`src/rtl/regfile_scoreboard.sv`:
```
`default_nettype none
// ============================================================================
// regfile_scoreboard : XLEN x NREGS register file, async read, pending-write
// scoreboard. Optional macro REGFILE_BYPASS_EN adds writeback forwarding.
// Rev 1.0
// ============================================================================
module regfile_scoreboard #(
  parameter int XLEN  = 64,
  parameter int NREGS = 32,
  parameter int AW    = $clog2(NREGS)
) (
  input  logic            clk,
  input  logic            rst_n,
  input  logic [AW-1:0]   rs1,
  input  logic [AW-1:0]   rs2,
  output logic [XLEN-1:0] readData1,
  output logic [XLEN-1:0] readData2,
  output logic            rs1_busy,
  output logic            rs2_busy,
  input  logic            RegWrite,
  input  logic [AW-1:0]   rd,
  input  logic [XLEN-1:0] writeData,
  input  logic            rsv_valid,
  input  logic [AW-1:0]   rsv_rd,
  output logic [AW:0]     busy_cnt
);

  logic            w_wr_en;
  logic            w_rsv_en;
  logic            w_cnt_inc;
  logic            w_cnt_dec;
  logic            w_byp1;
  logic            w_byp2;
  logic [XLEN-1:0] w_rf [NREGS];
  logic [NREGS-1:0] busy_q, busy_d;
  logic [AW:0]     busy_cnt_q, busy_cnt_d;

  assign w_wr_en  = RegWrite  && (rd != '0);
  assign w_rsv_en = rsv_valid && (rsv_rd != '0);
  assign w_rf[0]  = '0;

  for (genvar i = 1; i < NREGS; i++) begin : g_reg
    logic [XLEN-1:0] data_q, data_d;

    always_comb begin
      data_d = data_q;
      if (w_wr_en && (rd == AW'(i))) data_d = writeData;
    end

    always_ff @(posedge clk or negedge rst_n) begin
      if (!rst_n) data_q <= '0;
      else        data_q <= data_d;
    end

    assign w_rf[i] = data_q;
  end

  // Reserve is applied after write so a same-index collision leaves busy set.
  always_comb begin
    busy_d = busy_q;
    if (w_wr_en)  busy_d[rd]     = 1'b0;
    if (w_rsv_en) busy_d[rsv_rd] = 1'b1;
    busy_d[0] = 1'b0;

    w_cnt_inc  = w_rsv_en && !busy_q[rsv_rd];
    w_cnt_dec  = w_wr_en && busy_q[rd] && !(w_rsv_en && (rsv_rd == rd));
    busy_cnt_d = busy_cnt_q + (AW+1)'(w_cnt_inc) - (AW+1)'(w_cnt_dec);
  end

  always_ff @(posedge clk or negedge rst_n) begin
    if (!rst_n) begin
      busy_q     <= '0;
      busy_cnt_q <= '0;
    end else begin
      busy_q     <= busy_d;
      busy_cnt_q <= busy_cnt_d;
    end
  end

`ifdef REGFILE_BYPASS_EN
  // Forwarding is suppressed while reset is held so outputs read zero.
  assign w_byp1 = rst_n && w_wr_en && (rd == rs1);
  assign w_byp2 = rst_n && w_wr_en && (rd == rs2);
`else
  assign w_byp1 = 1'b0;
  assign w_byp2 = 1'b0;
`endif

  assign readData1 = w_byp1 ? writeData : w_rf[rs1];
  assign readData2 = w_byp2 ? writeData : w_rf[rs2];
  assign rs1_busy  = !w_byp1 && busy_q[rs1];
  assign rs2_busy  = !w_byp2 && busy_q[rs2];
  assign busy_cnt  = busy_cnt_q;

endmodule
`default_nettype wire

```
`config.mk`:
```
export PLATFORM = sky130hd
export DESIGN_NAME = regfile_scoreboard
export DESIGN_NICKNAME = d
export VERILOG_FILES = /design/src/rtl/regfile_scoreboard.sv
export SDC_FILE = /design/constraint.sdc
export NUM_CORES = 2
export LEC_CHECK = 0
export BUFFER_PORTS_ARGS = -buffer_cell sky130_fd_sc_hd__buf_2
export CORE_ASPECT_RATIO = 0.75
export CORE_MARGIN = 3
export CORE_UTILIZATION = 59
export CTS_CLUSTER_SIZE = 40
export DETAILED_ROUTE_END_ITERATION = 12
export GPL_TIMING_DRIVEN = 0
export PLACE_DENSITY = 0.76
export REMOVE_ABC_BUFFERS = 1
export SYNTH_ARGS = -nofsm -noshare
export SYNTH_HDL_FRONTEND = slang
export SYNTH_SLANG_ARGS = --single-unit
```
`constraint.sdc`:
```
create_clock -name clk -period 4 [get_ports clk]
set_input_delay 0.2 -clock clk [delete_from_list [all_inputs] [get_ports clk]]
set_output_delay 0.2 -clock clk [all_outputs]
set_load 0.05 [all_outputs]
```
==> reports/qor.csv <==
metric,value,unit
period utilisation layout,0.955,
mux share of post-synthesis cell area,0.433,
Syn Inst Count,7378,
Most used DFF post-synth,dfrtp_1,
Peak VDD IR,0.405,mV
post-synthesis register bit count,2021,
Adder-Cell Fraction of Synth Area,0.000875,
die area,189000,µm²
Row Count,135,
Worst Path Arrival,3.62,ns
Worst Setup SP,rs1[2],
worst-margin pin slew,1.05,ns
post-synthesis compound-gate area fraction,0.0484,
DIE WIDTH,502,µm
Final GP Congestion,0.821,
Post-synth EDFFs,0,
Slew headroom,0.298,
Initial DRC Count,8056,
Tot Pwr,60.3,mW
Fillers,12312,
htree depth,4,
DIE HEIGHT,378,µm
Pre-antenna DRT Iters,6,
hold crit path type,input pin to async pin,
vias in the first global route,73878,
"Area growth, synth to finish",11.4,%
largest net degree at the start of global routing,173,
Async SR Flop Fraction,1.00,
Fmax,262,MHz
worst path required time,3.80,ns
total core area,182000,µm²
Critical Path Source Type,input pin,
WHS,0.0619,ns
Worst-Skew Late Latency,0.83,ns
"Cell Area, Synth",109000,µm²
max cap viols,0,
Num Clock Sinks,2021,
clk buf depth,3,
port buffer count,223,
pre-CTS setup slack,-1.25,ns
status,finished clean,
Ys Warns,0,
dpl cells,9379,
final setup fails,0,
crit path kind,input pin to primary output,
Initial Util,0.598,
Final Max Slew Viols,0,
"most common cell after layout, fill and taps aside",mux2_2,
largest family of logic cells by synthesized area,multiplexers,
register area share after synthesis,0.465,
final hold violation count,0,
antenna-violating nets left,0,
TritonCTS clock tree,yes,
Setup TNS Final,0,ns
"CTS clk-pin slew, worst paths",0.06,ns
"commonest cells after routing, fill and taps aside","mux2_2, dfrtp_1, mux4_2",
global-route usage over all layers,0.342,
Inserted Clock Buffers,196,
Crit. End Element,primary output,
synth unique cells,58,
via/cell ratio,7.19,
routed wire length,324,mm
Post-Layout Cell Count,9830,
drt drc,0,
number of I/O pins,224,
Root Driver,clkbuf_16,
min cycle time layout,3.82,ns
nets@finish,7372,
RR Startpoint,busy_q[19],
total number of vias,70677,
Leak,52.9,nW
"Design Area, Final",121000,µm²
final worst slack,0.180,ns
initial antenna violation count,12,
power per standard cell area,498,nW/µm²
XOR/XNOR Fraction of Synth Area,0.000806,
Clock Skew,0.00779,ns
Detailed Place HPWL,191,mm
layout cell share with drive strength beyond 1,0.495,
DR WL/cell,32.9,µm
RSZ-0062 raised after global routing,no,
Syn Area/Cell,14.7,µm²
crit path max fanout,66,
first-pass GRT wire length,483,mm
post-synthesis simple-gate area fraction,0.0147,
Post-Place Cell Area,113000,µm²
gr ovfl total,0,
Util after Layout,0.666,
[synth_stat cells (3+ instances only)]
library cell / n / area (µm²)
a21oi_1: 72 / 360
a22o_1: 136 / 1190
a22oi_1: 130 / 976
buf_1: 33 / 124
buf_2: 299 / 1500
buf_4: 71 / 533
buf_6: 30 / 338
clkbuf_1: 380 / 1430
dfrtp_1: 2021 / 50600
ha_1: 6 / 75.1
inv_1: 19 / 71.3
mux2_1: 87 / 980
mux2_2: 2030 / 22900
mux2i_1: 391 / 3910
mux4_2: 859 / 19300
nand2_1: 157 / 589
nand2b_1: 12 / 75.1
nand3_1: 9 / 45.0
nand3b_1: 3 / 22.5
nor2_1: 143 / 537
nor2_4: 9 / 101
nor2b_1: 11 / 68.8
nor3_1: 6 / 30.0
o21ai_0: 128 / 641
o21ai_1: 94 / 470
o221ai_1: 65 / 569
o22ai_1: 69 / 432
o31ai_1: 66 / 495
xnor2_1: 7 / 61.3
xor2_1: 3 / 26.3
[area by class of cell]
cell class / count / area, µm² / area share
timing repair buffer: 513 / 6650 / 0.0549
inverter: 19 / 71.3 / 0.000589
clock inverter: 46 / 417 / 0.00344
clock buffer: 302 / 5940 / 0.0491
antenna: 6 / 15.0 / 0.000124
sequential: 2021 / 50600 / 0.418
multi-input combinational: 4526 / 54400 / 0.449
tap: 2397 / 3000 / 0.0248
[report_power, final]
part / total, mW / internal [mW] / leakage [nW] / switching [mW]
Combinational: 14.2 / 7.82 / 23.9 / 6.35
Sequential: 27.5 / 24.5 / 25.8 / 3.01
Clock: 18.7 / 10.6 / 3.17 / 8.07
[cell families (layout without fill, tap and decap cells)]
group	count (synthesis)	in the layout
DFF	2021	2021
muxes	3367	3367
xor gates and xnor gates	10	10
buffers and inverters	832	880
AOI/OAI and AO/OA	775	775
and+or+nand+nor	366	367
other	0	6
adders and majority gates	7	7
[worst max-delay path, cell delays in order]
cell and delay [ns]:
buf_8 0.38, buf_16 0.38, buf_16 0.34, buf_16 0.30, nand2_8 0.32, buf_16 0.38, o22ai_1 0.22, o31ai_1 0.11
o21ai_1 0.44, buf_2 0.36
[flip-flops by register name (all words and copies together), names as in the netlist]
signal and flops:
g.data_q 1984, busy_cnt 6, busy_q 31
[routing by layer]
metal,up-vias,track usage,wire length (µm)
met5,-,0,54
met4,8,0.135,14100
met3,870,0.0825,34500
met2,3945,0.515,146000
met1,37664,0.486,129000
li1,28190,-,-
[path summary, 6_finish.rpt]
kind                                        end  slack (ns)  cells past startpoint
hold / removal             g_reg[26].data_q[21]        0.06                      3
setup / recovery                  readData1[13]        0.18                     10
setup reg to reg                    busy_cnt[4]        0.83                     13
max in group asynchronous   g_reg[25].data_q[1]        1.52                      5
hold reg to reg            g_reg[30].data_q[21]        0.51                      1
min in group clk           g_reg[19].data_q[29]        0.12                      4
[repair_timing]
action,in CTS,in global routing
cloned,14,3
buffers inserted,0,2
endpoints found under the hold margin,2481,0
gates resized for setup,7,4
hold buffers,78,0
setup endpoints to repair,79,25
(Power assumes the default switching activity.)
